### src/rtl/io_ctrl_pkg.sv
// Shared project constants: bus width and memory-mapped I/O addresses,
// plus the address decoder used by the I/O controller.
package io_ctrl_pkg;

    localparam int DBITS = 32;

    localparam logic [31:0] ADDR_HEX   = 32'hF000_0000;
    localparam logic [31:0] ADDR_LEDR  = 32'hF000_0004;
    localparam logic [31:0] ADDR_LEDG  = 32'hF000_0008;
    localparam logic [31:0] ADDR_KEY   = 32'hF000_0010;
    localparam logic [31:0] ADDR_SW    = 32'hF000_0014;
    localparam logic [31:0] ADDR_KSTAT = 32'hF000_0018;

    typedef enum logic [2:0] {
        SEL_NONE,
        SEL_HEX,
        SEL_LEDR,
        SEL_LEDG,
        SEL_KEY,
        SEL_SW,
        SEL_KSTAT
    } io_sel_e;

    // Full 32-bit compare so aliases of the I/O page never hit.
    function automatic io_sel_e decode_addr(input logic [31:0] a);
        case (a)
            ADDR_HEX:   return SEL_HEX;
            ADDR_LEDR:  return SEL_LEDR;
            ADDR_LEDG:  return SEL_LEDG;
            ADDR_KEY:   return SEL_KEY;
            ADDR_SW:    return SEL_SW;
            ADDR_KSTAT: return SEL_KSTAT;
            default:    return SEL_NONE;
        endcase
    endfunction

endpackage

### src/rtl/io_ctrl_if.sv
// CPU memory-stage load/store port into the I/O controller.
interface io_ctrl_if import io_ctrl_pkg::*; #(
    parameter int DBITS = io_ctrl_pkg::DBITS
);
    logic             we;
    logic [DBITS-1:0] addr;
    logic [DBITS-1:0] wdata;
    logic [DBITS-1:0] rdata;
    logic             is_io;

    modport master (output we, addr, wdata, input rdata, is_io);
    modport slave  (input we, addr, wdata, output rdata, is_io);
endinterface

### src/rtl/io_ctrl_debouncer.sv
// Per-bit 2-flop synchronizer followed by a consecutive-sample debouncer.
// rise_o flags bits whose accepted value goes 0->1 at the coming edge.
module debouncer #(
    parameter int WIDTH           = 4,
    parameter int DEBOUNCE_CYCLES = 100000,
    parameter int CNT_BITS        = 17
) (
    input  logic             clk,
    input  logic             reset,
    input  logic [WIDTH-1:0] din_i,
    output logic [WIDTH-1:0] dout_o,
    output logic [WIDTH-1:0] rise_o
);
    localparam logic [CNT_BITS-1:0] CNT_LAST = CNT_BITS'(DEBOUNCE_CYCLES - 1);
    localparam logic [CNT_BITS-1:0] CNT_SAT  = '1;

    logic [WIDTH-1:0]    sync1_q, sync2_q;
    logic [WIDTH-1:0]    acc_q, acc_d;
    logic [CNT_BITS-1:0] cnt_q [WIDTH];
    logic [CNT_BITS-1:0] cnt_d [WIDTH];

    // Two-stage synchronizer for the asynchronous board inputs.
    always_ff @(posedge clk or posedge reset) begin
        if (reset) begin
            sync1_q <= '0;
            sync2_q <= '0;
        end else begin
            sync1_q <= din_i;
            sync2_q <= sync1_q;
        end
    end

    // Count consecutive differing samples; accept on the last one, saturate otherwise.
    always_comb begin
        acc_d = acc_q;
        for (int i = 0; i < WIDTH; i++) begin
            cnt_d[i] = cnt_q[i];
            if (sync2_q[i] == acc_q[i]) begin
                cnt_d[i] = '0;
            end else if (cnt_q[i] == CNT_LAST) begin
                acc_d[i] = sync2_q[i];
                cnt_d[i] = '0;
            end else if (cnt_q[i] != CNT_SAT) begin
                cnt_d[i] = cnt_q[i] + 1'b1;
            end
        end
    end

    // Accepted value and counters; reset discards any partial count.
    always_ff @(posedge clk or posedge reset) begin
        if (reset) begin
            acc_q <= '0;
            for (int i = 0; i < WIDTH; i++) cnt_q[i] <= '0;
        end else begin
            acc_q <= acc_d;
            for (int i = 0; i < WIDTH; i++) cnt_q[i] <= cnt_d[i];
        end
    end

    assign dout_o = acc_q;
    assign rise_o = acc_d & ~acc_q;

endmodule

### src/rtl/io_ctrl.sv
// Memory-mapped board I/O: HEX/LEDR/LEDG output registers, debounced
// KEY/SW inputs and sticky key-press status (write-1-to-clear).
module io_ctrl import io_ctrl_pkg::*; #(
    parameter int DBITS           = io_ctrl_pkg::DBITS,
    parameter int DEBOUNCE_CYCLES = 100000,
    parameter int DB_CNT_BITS     = 17
) (
    input  logic        clk,
    input  logic        reset,
    io_ctrl_if.slave    bus,
    input  logic [3:0]  key_n,
    input  logic [9:0]  sw_in,
    output logic [15:0] hex_out,
    output logic [9:0]  ledr_out,
    output logic [7:0]  ledg_out
);
    io_sel_e     sel;
    logic [31:0] addr32;
    logic [15:0] hex_q, hex_d;
    logic [9:0]  ledr_q, ledr_d;
    logic [7:0]  ledg_q, ledg_d;
    logic [3:0]  kstat_q, kstat_d, kstat_clr;
    logic [3:0]  key_db, key_rise;
    logic [9:0]  sw_db, sw_rise_unused;

    assign addr32 = 32'(bus.addr);
    assign sel    = decode_addr(addr32);

    // Keys are inverted first so the debounced state reads 1 = pressed.
    debouncer #(.WIDTH(4), .DEBOUNCE_CYCLES(DEBOUNCE_CYCLES), .CNT_BITS(DB_CNT_BITS)) u_key_db (
        .clk    (clk),
        .reset  (reset),
        .din_i  (~key_n),
        .dout_o (key_db),
        .rise_o (key_rise)
    );

    debouncer #(.WIDTH(10), .DEBOUNCE_CYCLES(DEBOUNCE_CYCLES), .CNT_BITS(DB_CNT_BITS)) u_sw_db (
        .clk    (clk),
        .reset  (reset),
        .din_i  (sw_in),
        .dout_o (sw_db),
        .rise_o (sw_rise_unused)
    );

    // Store decode; a press landing on the same edge as its clear keeps the bit set.
    always_comb begin
        hex_d     = hex_q;
        ledr_d    = ledr_q;
        ledg_d    = ledg_q;
        kstat_clr = '0;
        if (bus.we) begin
            case (sel)
                SEL_HEX:   hex_d     = bus.wdata[15:0];
                SEL_LEDR:  ledr_d    = bus.wdata[9:0];
                SEL_LEDG:  ledg_d    = bus.wdata[7:0];
                SEL_KSTAT: kstat_clr = bus.wdata[3:0];
                default:   ;
            endcase
        end
        kstat_d = (kstat_q & ~kstat_clr) | key_rise;
    end

    // Output and status registers.
    always_ff @(posedge clk or posedge reset) begin
        if (reset) begin
            hex_q   <= '0;
            ledr_q  <= '0;
            ledg_q  <= '0;
            kstat_q <= '0;
        end else begin
            hex_q   <= hex_d;
            ledr_q  <= ledr_d;
            ledg_q  <= ledg_d;
            kstat_q <= kstat_d;
        end
    end

    // Zero-latency load mux; unmapped addresses read as 0.
    always_comb begin
        bus.rdata = '0;
        bus.is_io = (sel != SEL_NONE);
        case (sel)
            SEL_HEX:   bus.rdata = DBITS'(hex_q);
            SEL_LEDR:  bus.rdata = DBITS'(ledr_q);
            SEL_LEDG:  bus.rdata = DBITS'(ledg_q);
            SEL_KEY:   bus.rdata = DBITS'(key_db);
            SEL_SW:    bus.rdata = DBITS'(sw_db);
            SEL_KSTAT: bus.rdata = DBITS'(kstat_q);
            default:   bus.rdata = '0;
        endcase
    end

    assign hex_out  = hex_q;
    assign ledr_out = ledr_q;
    assign ledg_out = ledg_q;

endmodule

### src/flat_wrapper.sv
// flat-port wrapper written by rule: the top's interface ports become plain ports
module io_ctrl_flat import io_ctrl_pkg::*;
#(
    parameter int DBITS           = io_ctrl_pkg::DBITS,
    parameter int DEBOUNCE_CYCLES = 100000,
    parameter int DB_CNT_BITS     = 17
)
  (clk, reset, key_n, sw_in, hex_out, ledr_out, ledg_out, bus_we, bus_addr, bus_wdata, bus_rdata, bus_is_io);
  io_ctrl_if #(.DBITS(DBITS)) bus_i ();
  input  logic clk;
  input  logic reset;
  input  logic [3:0] key_n;
  input  logic [9:0] sw_in;
  output logic [15:0] hex_out;
  output logic [9:0] ledr_out;
  output logic [7:0] ledg_out;
  input wire logic [$bits(bus_i.we)-1:0] bus_we;
  input wire logic [$bits(bus_i.addr)-1:0] bus_addr;
  input wire logic [$bits(bus_i.wdata)-1:0] bus_wdata;
  output wire logic [$bits(bus_i.rdata)-1:0] bus_rdata;
  output wire logic [$bits(bus_i.is_io)-1:0] bus_is_io;
  assign bus_i.we = bus_we;
  assign bus_i.addr = bus_addr;
  assign bus_i.wdata = bus_wdata;
  assign bus_rdata = bus_i.rdata;
  assign bus_is_io = bus_i.is_io;
  io_ctrl #(.DBITS(DBITS), .DEBOUNCE_CYCLES(DEBOUNCE_CYCLES), .DB_CNT_BITS(DB_CNT_BITS)) u_core (.clk(clk), .reset(reset), .bus(bus_i), .key_n(key_n), .sw_in(sw_in), .hex_out(hex_out), .ledr_out(ledr_out), .ledg_out(ledg_out));
endmodule
### config.mk
export PLATFORM = sky130hd
export DESIGN_NAME = io_ctrl_flat
export DESIGN_NICKNAME = d
export VERILOG_FILES = /design/src/rtl/io_ctrl_pkg.sv /design/src/rtl/io_ctrl_if.sv /design/src/rtl/io_ctrl_debouncer.sv /design/src/rtl/io_ctrl.sv /design/src/flat_wrapper.sv
export SDC_FILE = /design/constraint.sdc
export NUM_CORES = 1
export LEC_CHECK = 0
export BUFFER_PORTS_ARGS = -buffer_cell sky130_fd_sc_hd__buf_2
export CAP_MARGIN = 5
export CORE_MARGIN = 1
export CORE_UTILIZATION = 56
export CTS_BUF_LIST = sky130_fd_sc_hd__clkbuf_4 sky130_fd_sc_hd__clkbuf_8
export DETAILED_ROUTE_END_ITERATION = 10
export GPL_TIMING_DRIVEN = 0
export PLACE_DENSITY = 0.76
export SYNTH_ARGS = -nofsm -noshare
export SYNTH_HDL_FRONTEND = slang
export SYNTH_SLANG_ARGS = --single-unit
### constraint.sdc
create_clock -name clk -period 22.7 [get_ports clk]
set_input_delay 4.54 -clock clk [delete_from_list [all_inputs] [get_ports clk]]
set_output_delay 4.54 -clock clk [all_outputs]
set_load 0.01 [all_outputs]
==> out/metrics.csv, run 1 <==
metric,value,unit
Layout area overhead,14.7,%
crit end category,output port,
status,"complete, no violations",
die extent in x,173,µm
Netlist cell types,70,
total track usage,0.238,
Setup Skew,0.0298,ns
flop-to-flop setup slack,19.73,ns
grt ovf,0,
Clock Latency Late Sink,0.59,ns
Clock Path Buffers,3,
via/cell ratio,5.69,
crit path DAT,6.74,ns
nets@finish,1893,
largest net degree at the start of global routing,133,
port bufs,113,
Post-Synthesis Cells,1599,
hold slack,0.349,ns
post-synthesis sequential area ratio,0.488,
Syn. warnings,0,
Setup TNS Final,0,ns
RR Endpoint,u_core.u_sw_db.cnt_q[168],
Critical path buffers and inverters,2,
"Primary FF master, synth",dfrtp_1,
final WL,35.1,mm
R2R cell count,11,
Worst Min Path Start,u_core.u_key_db.sync1_q[2],
slowest cell on the critical path,nor2_1,
initial antenna violation count,3,
I/O pin count,148,
P_leak,8.14,nW
Max Cap Viol,0,
vias in the first global route,12200,
"Req. time, crit path",18.16,ns
instance count on the critical path,6,
Critical R2R Launch,u_core.u_sw_db.cnt_q[153],
first-pass GRT wire length,59.1,mm
DR iter-0 viols,862,
hold buffers post-CTS,0,
Worst-Margin Slew,1.01,ns
GP Congestion,0.859,
Crit path largest cell delay,0.89,ns
# clock sinks,318,
Final Total Pwr,1.21,mW
Final Max Slew Viols,0,
Root Buffer,clkbuf_8,
post-route cell area,0.0187,mm²
"most common cell after layout, fill and taps aside",dfrtp_1,
CTS buffer count,53,
via count,12600,
minimum clock period,11.28,ns
Syn Area/Cell,10.2,µm²
post_cts resized,0,
Synth async-reset ratio,1.00,
CP max FO,10,
Synth Register Bits,318,
WHS Path Cells,0,
ratio of cells with drive above 1 in the final layout,0.179,
"most used cell, CP",buf_2,
unrepaired setup endpoints after global routing,false,
hold crit path type,reg -> reg,
DP Area,0.0175,mm²
worst vdd ir,44.1,µV
Worst Hold End,u_core.u_key_db.sync2_q[2],
Final setup viols,0,
fin crit share,0.497,
# rows,62,
Remaining DRCs,0,
PwrDens,64.6,mW/mm²
fmax,88.6,MHz
drt pass-1 iters,5,
"Hold Vio Cnt, Final",0,
Post-synth EDFFs,0,
CTS tree,done,
WL/cell,15.9,µm
CP Class,in -> out,
crit path cell chain,buf_2 > nor4_1 > nand4_2 > nor2_1 > and2_1 > buf_2,
DP Wirelength,24.4,mm
relative slew slack,0.323,
core area,0.0287,mm²
Die ar.,0.0298,mm²
Post-CTS Setup Bufs,0,
Startpoint Class,primary input,
CTS H-tree lvls,2,
Die H,173,µm
most frequent cells in the layout,"318 x dfrtp_1, 217 x nor2_1, 126 x buf_2",
Initial Util,0.568,
"CTS clk-pin slew, worst paths",0.06,ns
post-route ant nets,0,
Post-Syn Area,0.0163,mm²
critical path's top delay family,simple AND/OR/NAND/NOR gates,
==> final cells by class <==
cell class	instances	area, µm²
Sequential cell	318	7960
Tap cell	384	480
Clock buffer	86	1070
Fill cell	2357	10000
Multi-Input combinational cell	1203	7940
Timing Repair Buffer	115	621
Antenna cell	1	2.50
Clock inverter	11	158
Inverter	29	116
Buffer	64	350
==> logic make-up (layout without fill, tap and decap cells) <==
family          after synthesis  count (layout)  synth area share
fa+ha+maj                    28              28            0.0215
flops                       318             318             0.488
mux                          81              81            0.0556
xor+xnor                    172             172            0.0924
compound gates              154             154            0.0596
buf+inv                      93             305            0.0282
simple gates                752             752             0.254
other cells                   1              17          0.000230
==> stage by stage <==
stage,std cells,util,setup WS [ns]
floorplan,1614,-,9.36
global placement,2111,0.606,6.04
detailed placement,2113,0.609,11.42
CTS,2210,0.651,11.42
global route,2211,0.651,11.31
finish,2211,0.651,11.42
==> registers in the layout, summed over array words and instances, names as in the netlist, 8 cells and up <==
| name | count |
|---|---|
| u_core.u_sw_db.cnt_q | 170 |
| u_core.u_key_db.cnt_q | 68 |
| u_core.hex_out | 16 |
| u_core.ledr_out | 10 |
| u_core.u_sw_db.dout_o | 10 |
| u_core.u_sw_db.sync1_q | 10 |
| u_core.u_sw_db.sync2_q | 10 |
| u_core.ledg_out | 8 |
==> Yosys cell counts, types with 29 or more instances <==
cell type  instances  area share
nand2_1           83       0.019
nor4_1            43       0.017
nand3_1           75       0.023
and3_1            30       0.012
mux2i_1           34       0.021
dfrtp_1          318        0.49
nor2_1           217       0.050
o21ai_0           37       0.011
xnor2_1           98       0.053
nand4_1           53       0.020
mux2_2            37       0.026
or3_1             35       0.013
nor3_1            45       0.014
xor2_1            74       0.040
clkbuf_1          30      0.0069
a21oi_1           42       0.013
inv_1             29      0.0067
==> power breakdown <==
group | internal (mW) | switching, mW
logic | 0.0185 | 0.0337
clock network | 0.343 | 0.229
registers | 0.576 | 0.00844
==> worst max-delay path by stage <==
stage                       from                         to  slack [ns]
floorplan                  reset          u_core.hex_out[0]        9.36
global placement           reset  u_core.u_sw_db.cnt_q[127]        6.04
detailed placement  bus_addr[15]               bus_rdata[6]       11.42
CTS                  bus_addr[7]               bus_rdata[6]       11.42
global route         bus_addr[7]               bus_rdata[6]       11.31
finish               bus_addr[7]               bus_rdata[6]       11.42
==> worst reg2reg max path, delay by kind of cell, from the launching register on <==
family | cells | cell delay (ns)
buf+inv | 2 | 0.41
flops | 1 | 0.42
compound gates | 1 | 0.15
simple gates | 6 | 1.51
fa+ha+maj | 2 | 0.40
==> metal layers <==
metal,global-route usage,vias to the layer above,part of all wire
met5,0,-,0.00048
met4,0.0874,2,0.027
met3,0.0442,73,0.057
met2,0.387,299,0.47
met1,0.320,6106,0.44
li1,-,6097,-
Power figures use the tool's default switching activity.
==> inputs of run 2 (changes only) <==
Settings changed: PLACE_DENSITY 0.76 to 0.79.
Clock period 22.7 ns to 9.9 ns, I/O delays scaled along.
==> out/metrics.csv, run 2 (same netlist as run 1, synthesis figures left out) <==
metric,value,unit,change
status,finished with violations,,
failing checks,design-rule violations,,
Max Cap Viol,0,,unchanged
Final Total Pwr,2.66,mW,+120%
via count,12800,,+1.4%
ratio of cells with drive above 1 in the final layout,0.180,,+0.000898
relative slew slack,0.377,,+0.0534
"most common cell after layout, fill and taps aside",dfrtp_1,,
via/cell ratio,5.76,,+1.3%
worst vdd ir,144,µV,+230%
grt ovf,0,,unchanged
DP Wirelength,25.6,mm,+4.7%
Filler cells,2244,,-4.8%
post-route ant nets,0,,unchanged
final non-filler cell total,2213,,+0.090%
final WL,35.9,mm,+2.2%
total track usage,0.246,,+0.00792
WHS Path Cells,0,,unchanged
PwrDens,142,mW/mm²,+120%
DR iter-0 viols,745,,-14%
CTS buffer count,54,,+1.9%
Startpoint Class,primary input,,
R2R cell count,11,,unchanged
port bufs,113,,unchanged
crit path DAT,4.10,ns,-2.64 ns
CTS tree,done,,
fmax,164,MHz,
minimum clock period,6.08,ns,
most frequent cells in the layout,"318 x dfrtp_1, 217 x nor2_1, 126 x buf_2",,
fin crit share,0.615,,
nets@finish,1901,,+0.42%
die extent in x,173,µm,unchanged
WL/cell,16.2,µm,+2.2%
flop-to-flop setup slack,6.93,ns,-12.80 ns
unrepaired setup endpoints after global routing,false,,
core area,0.0287,mm²,unchanged
Remaining DRCs,2,,+2
"Req. time, crit path",7.92,ns,-10.24 ns
hold buffers post-CTS,0,,unchanged
area taken by multi-input logic gates,0.00794,mm²,unchanged
"CTS clk-pin slew, worst paths",0.06,ns,about the same
CP max FO,10,,unchanged
CP Class,in -> out,,
CTS H-tree lvls,2,,unchanged
Initial Util,0.568,,unchanged
Clock Path Buffers,3,,unchanged
# rows,62,,unchanged
I/O pin count,148,,unchanged
"Hold Vio Cnt, Final",0,,unchanged
Final setup viols,0,,unchanged
vias in the first global route,12600,,+3.5%
Post-CTS Setup Bufs,0,,unchanged
# clock sinks,318,,unchanged
max FFs per register,170,,unchanged
Setup Skew,0.00973,ns,-0.0201 ns
crit end category,output port,,
Worst-Margin Slew,0.932,ns,-0.0813 ns
largest net degree at the start of global routing,44,,-67%
Biggest register,u_core.u_sw_db.cnt_q,,
Final Max Slew Viols,0,,unchanged
Register Area,0.00796,mm²,unchanged
drt pass-1 iters,8,,+3
GP Congestion,0.910,,+5.9%
Die H,173,µm,unchanged
post_cts resized,0,,unchanged
initial antenna violation count,2,,-1
DP Cell Count,2119,,+0.28%
Clock Latency Late Sink,0.57,ns,-0.02 ns
Setup TNS Final,0,ns,unchanged
first-pass GRT wire length,61.0,mm,+3.3%
Die ar.,0.0298,mm²,unchanged
Layout area overhead,14.5,%,
hold crit path type,reg -> reg,,
Root Buffer,clkbuf_8,,
P_leak,8.12,nW,-0.34%
run 2: changes by cell type in the layout (fill, tap and decap cells not counted), moves of 2 or more:
cell and delta:
clkinvlp_4 +3, clkbuf_8 -6, buf_12 +8, buf_16 -2, bufinv_16 -3
run 2: area by class of cell:
cell class                      instances  area share
Sequential cell                       318       0.426
Timing Repair Buffer                  122      0.0391
Antenna cell                            1    0.000134
Multi-Input combinational cell       1203       0.426
Clock inverter                         11     0.00489
Tap cell                              384      0.0257
Buffer                                 64      0.0188
Clock buffer                           81      0.0534
Inverter                               29     0.00603
run 2: worst paths after layout:
check | endpoint | from
worst max-delay path | bus_rdata[1] | bus_addr[2]
worst min-delay path | u_core.u_sw_db.sync2_q[0] | u_core.u_sw_db.sync1_q[0]
worst max register to register | u_core.u_sw_db.cnt_q[168] | u_core.u_sw_db.cnt_q[153]
worst min register to register | u_core.u_sw_db.sync2_q[0] | u_core.u_sw_db.sync1_q[0]
max in group asynchronous | u_core.u_sw_db.cnt_q[112] | reset
min in group asynchronous | u_core.u_sw_db.sync2_q[6] | reset
run 2: power breakdown:
part / total (mW) / internal [mW] / switching, mW
Clock: 1.19 / 0.665 / 0.525
Combinational: 0.126 / 0.0466 / 0.0798
Sequential: 1.34 / 1.32 / 0.0194
Total: 2.66 / 2.03 / 0.624
run 2: worst max-delay path: stages:
cell and delay (ns):
buf_2 0.13, buf_6 0.14, or3_1 0.52, nor3_2 0.67, nand2_1 0.13, a31oi_1 0.32, buf_2 0.20
run 2: layer usage:
metal | track usage | routed length [µm] | up-vias
met5 | 0 | 0 | -
met4 | 0.0986 | 1290 | 0
met3 | 0.0466 | 2180 | 95
met2 | 0.408 | 17100 | 392
met1 | 0.319 | 15300 | 6189
li1 | - | - | 6078
run 2: metrics by stage:
stage / setup WS, ns / hold WS, ns / area [µm²] / utilization
after floorplan: 3.68 / 0.331 / 16400 / -
after global routing: 3.70 / 0.353 / 18700 / 0.650
after CTS: 3.81 / 0.348 / 18700 / 0.650
after global placement: 1.90 / 0.334 / 17400 / 0.607
final: 3.82 / 0.347 / 18700 / 0.650
after detailed placement: 3.81 / 0.335 / 17600 / 0.612
